===== src/rtl/fetch_stage_r32i_if.sv =====
// Instruction-memory request/ack bus and decoder-side valid/ready bus of the RV32I fetch stage.
// Handshakes: InsReq stays high with InsAddr stable until the one-cycle InsAck pulse retires it; the head entry transfers when InsValid && InsReady.
interface fetch_stage_r32i_if #(
  parameter int dataW = 32
);
  logic [dataW-1:0] InsAddr;
  logic             InsReq;
  logic             InsAck;
  logic [dataW-1:0] InsData;
  logic [dataW-1:0] rawIns;
  logic [dataW-1:0] ProgAddr;
  logic             InsValid;
  logic             InsReady;

  modport master (
    output InsAddr, InsReq, rawIns, ProgAddr, InsValid,
    input  InsAck, InsData, InsReady
  );

  modport slave (
    input  InsAddr, InsReq, rawIns, ProgAddr, InsValid,
    output InsAck, InsData, InsReady
  );
endinterface


===== src/rtl/fetch_stage_r32i.sv =====
// RV32I fetch stage: owns the fetch PC, issues word reads, and buffers up to two
// {instruction, address} entries for the decoder; branches redirect and flush.
module fetch_stage_r32i #(
  parameter int               dataW    = 32,
  parameter logic [dataW-1:0] RESET_PC = '0
) (
  input  logic               clk,
  input  logic               reset,
  fetch_stage_r32i_if.master bus,
  input  logic               Branch,
  input  logic [dataW-1:0]   BranchTarget,
  output logic               MisalignFault,
  output logic [1:0]         fsm_state
);
  typedef enum logic [1:0] {S_IDLE, S_WAIT, S_DISCARD, S_HALT} state_t;

  state_t           state;
  logic [dataW-1:0] fpc;
  logic [dataW-1:0] buf_ins  [2];
  logic [dataW-1:0] buf_addr [2];
  logic [1:0]       count;

  logic             push, pop, stale_wait, target_ok, can_issue, fault_next, slot;
  logic [1:0]       count_next;
  logic [dataW-1:0] fpc_next;

  assign target_ok  = (BranchTarget[1:0] == 2'b00);
  assign pop        = (count != 2'd0) && bus.InsReady;
  assign push       = (state == S_WAIT) && bus.InsAck && !Branch;
  assign stale_wait = ((state == S_WAIT) || (state == S_DISCARD)) && !bus.InsAck;
  // Push lands behind whatever survives this cycle's pop.
  assign slot       = (count == 2'd2) || ((count == 2'd1) && !pop);
  assign can_issue  = !stale_wait && !fault_next && (count_next != 2'd2);

  always_comb begin
    count_next = count;
    if (Branch)
      count_next = 2'd0;
    else if (push && !pop)
      count_next = count + 2'd1;
    else if (pop && !push)
      count_next = count - 2'd1;

    fpc_next   = fpc;
    fault_next = MisalignFault;
    if (Branch) begin
      if (target_ok) begin
        fpc_next   = BranchTarget;
        fault_next = 1'b0;
      end else begin
        fault_next = 1'b1;
      end
    end else if (push) begin
      fpc_next = fpc + dataW'(4);
    end
  end

  always_ff @(posedge clk or posedge reset) begin
    if (reset) begin
      state         <= S_IDLE;
      fpc           <= RESET_PC;
      count         <= 2'd0;
      MisalignFault <= 1'b0;
      bus.InsReq    <= 1'b0;
      bus.InsAddr   <= RESET_PC;
      buf_ins[0]    <= '0;
      buf_ins[1]    <= '0;
      buf_addr[0]   <= '0;
      buf_addr[1]   <= '0;
    end else begin
      fpc           <= fpc_next;
      count         <= count_next;
      MisalignFault <= fault_next;

      if (!Branch) begin
        if (pop) begin
          buf_ins[0]  <= buf_ins[1];
          buf_addr[0] <= buf_addr[1];
        end
        if (push) begin
          buf_ins[slot]  <= bus.InsData;
          buf_addr[slot] <= bus.InsAddr;
        end
      end

      // A request still in flight keeps its address; a redirect only marks its data stale.
      if (can_issue) begin
        state       <= S_WAIT;
        bus.InsReq  <= 1'b1;
        bus.InsAddr <= fpc_next;
      end else if (stale_wait) begin
        state <= ((state == S_WAIT) && !Branch) ? S_WAIT : S_DISCARD;
      end else begin
        bus.InsReq <= 1'b0;
        state      <= fault_next ? S_HALT : S_IDLE;
      end
    end
  end

  assign bus.rawIns   = buf_ins[0];
  assign bus.ProgAddr = buf_addr[0];
  assign bus.InsValid = (count != 2'd0);
  assign fsm_state    = state;
endmodule

===== src/flat_wrapper.sv =====
// flat-port wrapper written by rule: the top's interface ports become plain ports
module fetch_stage_r32i_flat 
#(
  parameter int               dataW    = 32,
  parameter logic [dataW-1:0] RESET_PC = '0
)
  (clk, reset, Branch, BranchTarget, MisalignFault, fsm_state, bus_InsAddr, bus_InsReq, bus_rawIns, bus_ProgAddr, bus_InsValid, bus_InsAck, bus_InsData, bus_InsReady);
  fetch_stage_r32i_if #(.dataW(dataW)) bus_i ();
  input  logic clk;
  input  logic reset;
  input  logic Branch;
  input  logic [dataW-1:0] BranchTarget;
  output logic MisalignFault;
  output logic [1:0] fsm_state;
  output wire logic [$bits(bus_i.InsAddr)-1:0] bus_InsAddr;
  output wire logic [$bits(bus_i.InsReq)-1:0] bus_InsReq;
  output wire logic [$bits(bus_i.rawIns)-1:0] bus_rawIns;
  output wire logic [$bits(bus_i.ProgAddr)-1:0] bus_ProgAddr;
  output wire logic [$bits(bus_i.InsValid)-1:0] bus_InsValid;
  input wire logic [$bits(bus_i.InsAck)-1:0] bus_InsAck;
  input wire logic [$bits(bus_i.InsData)-1:0] bus_InsData;
  input wire logic [$bits(bus_i.InsReady)-1:0] bus_InsReady;
  assign bus_InsAddr = bus_i.InsAddr;
  assign bus_InsReq = bus_i.InsReq;
  assign bus_rawIns = bus_i.rawIns;
  assign bus_ProgAddr = bus_i.ProgAddr;
  assign bus_InsValid = bus_i.InsValid;
  assign bus_i.InsAck = bus_InsAck;
  assign bus_i.InsData = bus_InsData;
  assign bus_i.InsReady = bus_InsReady;
  fetch_stage_r32i #(.dataW(dataW), .RESET_PC(RESET_PC)) u_core (.clk(clk), .reset(reset), .bus(bus_i), .Branch(Branch), .BranchTarget(BranchTarget), .MisalignFault(MisalignFault), .fsm_state(fsm_state));
endmodule

===== config.mk =====
export PLATFORM = sky130hd
export DESIGN_NAME = fetch_stage_r32i_flat
export DESIGN_NICKNAME = d
export VERILOG_FILES = /design/src/rtl/fetch_stage_r32i_if.sv /design/src/rtl/fetch_stage_r32i.sv /design/src/flat_wrapper.sv
export SDC_FILE = /design/constraint.sdc
export NUM_CORES = 1
export LEC_CHECK = 0
export BUFFER_PORTS_ARGS = -buffer_cell sky130_fd_sc_hd__buf_2
export CELL_PAD_IN_SITES_DETAIL_PLACEMENT = 1
export CELL_PAD_IN_SITES_GLOBAL_PLACEMENT = 2
export CORE_UTILIZATION = 36
export CTS_BUF_LIST = sky130_fd_sc_hd__clkbuf_8 sky130_fd_sc_hd__clkbuf_16
export DETAILED_ROUTE_END_ITERATION = 8
export MAX_ROUTING_LAYER = met4
export PLACE_DENSITY = 0.87
export RECOVER_POWER = 100
export SYNTH_ARGS = -nofsm -noshare
export SYNTH_HDL_FRONTEND = slang
export SYNTH_SLANG_ARGS = --single-unit

===== constraint.sdc =====
create_clock -name clk -period 7.1 [get_ports clk]
set_input_delay 0.71 -clock clk [delete_from_list [all_inputs] [get_ports clk]]
set_output_delay 0.71 -clock clk [all_outputs]
set_load 0.02 [all_outputs]

Word-level counts from Yosys, hierarchy flattened
Index checks and enable logic that the tools add are counted.
- add/sub/neg operators: 3
- $lt $le $gt $ge: 2
- equal/unequal tests: 6
- muxes and demuxes: 24
- bitwise gates (word level): 2
- reductions and logical operators: 22
- operators with widths (operator ; count):
    $mux W32 ; 8
    $bwmux W64 ; 2
    $mux W64 ; 2
    $add A32 B3 Y32 const B ; 1
    $demux W32 S1 ; 1
    $mux W2 ; 7
    $logic_and A1 B1 Y1 ; 11
    $logic_not A1 Y1 ; 6
    $eq A2 B1 Y1 const B ; 2
    $eq A2 B2 Y1 const B ; 2
    $mux W1 ; 4
    $ne A2 B2 Y1 const B ; 2
    $add A2 B1 Y2 const B ; 1
    $ge A2 B2 Y1 const B ; 1
    $logic_not A2 Y1 ; 1
    $logic_or A1 B1 Y1 ; 2
    $lt A2 B1 Y1 const B ; 1
    $not A1 Y2 ; 1
    $reduce_and A2 Y1 ; 1
    $reduce_bool A2 Y1 ; 1
    $sub A2 B1 Y2 const B ; 1
    $not A1 Y1 ; 1
- register bits: 198
- input bits: 69
- output and inout bits: 101
- logic and storage cells: 69

Logic depth before layout (Yosys ltp)
- depth in word-level cells: 12
- gate-level depth with buffers: 9

Worst setup path before layout
No wires, ideal clock.
- kind: register to register
- start: register u_core.count[0]
- end: register u_core.bus.InsAddr[31]
- arrival: 2170 ps
- data required time: 6975 ps
- setup slack: 4805 ps
- cell stages (with the launch flop): 8
- clock period less this slack: 2295 ps
- path through: dfrtp_1 > inv_1 > ha_1 > nor3b_1 > a221oi_2 > o31ai_4 > buf_2 > mux2_2
- longest elaborated chain between the ends: 8
- elaborated cells on any way between the ends: 12
- classes of those cells: 2 x add/sub; 1 x eq/ne; 3 x mux; 6 x reduce/logical
- RTL lines (element ; RTL line ; text):
    start: declaration ; fetch_stage_r32i.sv:21 ; logic [1:0] count;
    start signal: assignment ; fetch_stage_r32i.sv:72 ; count <= count_next;
    parallel branches: the longest is 4 deep, another holds $sub A2 B1 Y2 ; n/a ;
    $mux W2 * ; fetch_stage_r32i.sv:39 ; else if (push && !pop)
    $mux W2 * ; fetch_stage_r32i.sv:37 ; if (Branch)
    $ne A2 B2 Y1 * ; fetch_stage_r32i.sv:33 ; assign can_issue = !stale_wait && !fault_next && (count_next != 2'd2);
    $logic_and A1 B1 Y1 * ; fetch_stage_r32i.sv:33 ;
    end signal: assignment ; fetch_stage_r32i.sv:90 ; bus.InsAddr <= fpc_next;
    end: declaration ; fetch_stage_r32i_if.sv:16 ; output InsAddr, InsReq, rawIns, ProgAddr, InsValid,
Every way passes the cells marked *.
A chain may end at the register's enable or synchronous reset.

==> metrics.txt <==
Final Cycle Share 0.671; Worst-Skew Late Latency 0.44 ns; first-pass GRT wire length 39,500 um; Critical Path Sink Type flip-flop; fin area 10,600 um^2; syn avg cell area 11.1 um^2; DRC 0; Worst Skew 0.0117 ns; I/O Pins 170; Max Root-Sink Buffers 2; initial antenna violation count 2; syn nets 934; Slew Viols, Final 77; Crit Path Category in2reg; minimum clock period 4.76 ns; Max Freq 210 MHz; Sum Neg Setup Slack 0 ns; ys async rst share 1.00; Die H 165 um; Final HPWL DP 16,600 um; PortBufs 169; Initial Util 0.367; Tot GR Track Use 0.195; Max Cap Viol 2; post-synthesis sequential area ratio 0.520; power consumption 3930 uW; post-cts gate resize count 0; ys flop type dfrtp_1; WP data arrival 5.08 ns; post-synthesis cell count 860; placed instance area 10,200 um^2; Routed Antenna Nets 0; Hold Path Class in2async; DR pass1 iterations 4; max_slew headroom -0.597; Vias/cell 5.31; maximum VDD drop 0.169 mV; Fin. Hold Viols 0; register-to-register path setup slack 2.88 ns; synth warn 0; synth unique cells 58; via count 6,843; synthesized area 9530 um^2; DR iter-0 viols 497; pre-CTS setup slack 3.29 ns; CP required 7.42 ns; Setup crit start kind primary input; layout cell share with drive strength beyond 1 0.203; Leak Pwr 0.00450 uW; Clock Sinks 198; Slew @ Worst Pin 2.40 ns; synthesis-to-layout area growth 11.1%; CTS Root Cell clkbuf_16; largest cells by area after synthesis dfrtp_1, mux2_2, a22oi_1, buf_4, nand2_1; Fill cells 2,960; FP Rows 59; RD Place Congestion 0.760; PnR worst setup slack 2.34 ns; Core Region 26,000 um^2; area of the die 27,100 um^2; TritonCTS clock tree yes; pwr dens 371 nW/um^2; register bit count reported by yosys 198; RR Startpoint u_core.count[0]$_DFF_PP0_; pin count of the biggest net entering global routing 123; top-count cell post-synth dfrtp_1; final setup vio count 0; commonest cells in the netlist dfrtp_1, nand2_1, mux2_2, o21ai_1, a22oi_1; Post-synth EDFFs 0; status complete, but fails checks; total CTS buffers 17; DRT Wirelength 24,900 um; failing checks max-capacitance violations, max-slew violations; Hold Buf Count CTS 0; Post-CTS Repair Setup Buffers 0; DR WL/cell 19.3 um; RSZ-0062 raised after global routing false; Synth area leader dfrtp_1; nets 1,011; Crit Path Max Fanout 50; Finished Core Util 0.407; GRT overflow 0; Synth top area share 0.520; clk slew on worst S/H paths 0.08 ns; Die Wd 165 um; number of global-route vias before repair 7,059; Reg2Reg Depth 7; H-tree Lvls 4
[report_power, final]
group	total [uW]	switching [uW]	internal, uW
clock	967	496	471
combinational	1150	738	409
sequential	1810	311	1500
total	3930	1550	2380
[stage by stage]
step | hold WS (ns) | instances
floorplan | 0.443 | 860
global placement | 0.460 | 1253
detailed placement | 0.470 | 1253
CTS | 0.489 | 1285
global route | 0.498 | 1287
finish | 0.420 | 1289
[logic make-up after synthesis]
group,synth area share
adder cells (fa/ha/maj),0.00657
flip-flops,0.520
XOR/XNOR,0.0110
multiplexers,0.136
buffers and inverters,0.0801
AND/OR/NAND/NOR,0.105
AO/OA/AOI/OAI,0.142
[worst max-delay path, cell delays in order]
cell	delay (ns)
clkbuf_1	0.87
nand3b_4	0.63
nor2_1	1.68
buf_4	0.72
mux2_2	0.40
[how the worst max path moves through the flow]
stage	slack (ns)	endpoint	startpoint	depth (start not counted)
after global routing	1.91	flip-flop	Branch	5
after floorplan	0.99	async pin	reset	1
after CTS	3.69	u_core.bus.InsAddr[31]$_DFFE_PP0P_	u_core.count[0]$_DFF_PP0_	7
after global placement	3.36	u_core.bus.ProgAddr[2]$_DFFE_PP0N_	Branch	8
final	2.34	flip-flop	Branch	5
after detailed placement	3.29	u_core.bus.ProgAddr[13]$_DFFE_PP0N_	Branch	8
[cells in the final DEF (no fill, tap or decap), types with 7 or more instances in the layout]
cell,n
a21o_1,9
a21oi_1,19
a22oi_1,66
buf_2,66
buf_4,8
clkbuf_1,103
clkbuf_16,17
dfrtp_1,198
inv_1,7
mux2_1,21
mux2_2,70
mux2i_1,27
nand2_1,95
nand3_1,12
nand4_1,9
nor2_1,16
nor3_1,9
nor4_1,14
o21ai_0,69
o21ai_1,7
xnor2_1,10
[metal layers]
metal	share of wire	up-vias	track usage
met5	0	-	-
met4	0.012	0	0.0534
met3	0.037	22	0.0339
met2	0.46	143	0.290
met1	0.49	3472	0.272
li1	-	3206	-
[layout make-up]
class | count | area, um^2 | area share
Antenna cell | 4 | 10.0 | 0.000946
Clock buffer | 17 | 425 | 0.0402
Sequential cell | 198 | 4950 | 0.468
Timing Repair Buffer | 177 | 777 | 0.0734
Multi-Input combinational cell | 535 | 3810 | 0.360
Tap cell | 335 | 419 | 0.0396
Clock inverter | 15 | 155 | 0.0147
Inverter | 8 | 37.5 | 0.00355
Note: power is estimated with default switching activity, not from simulation.
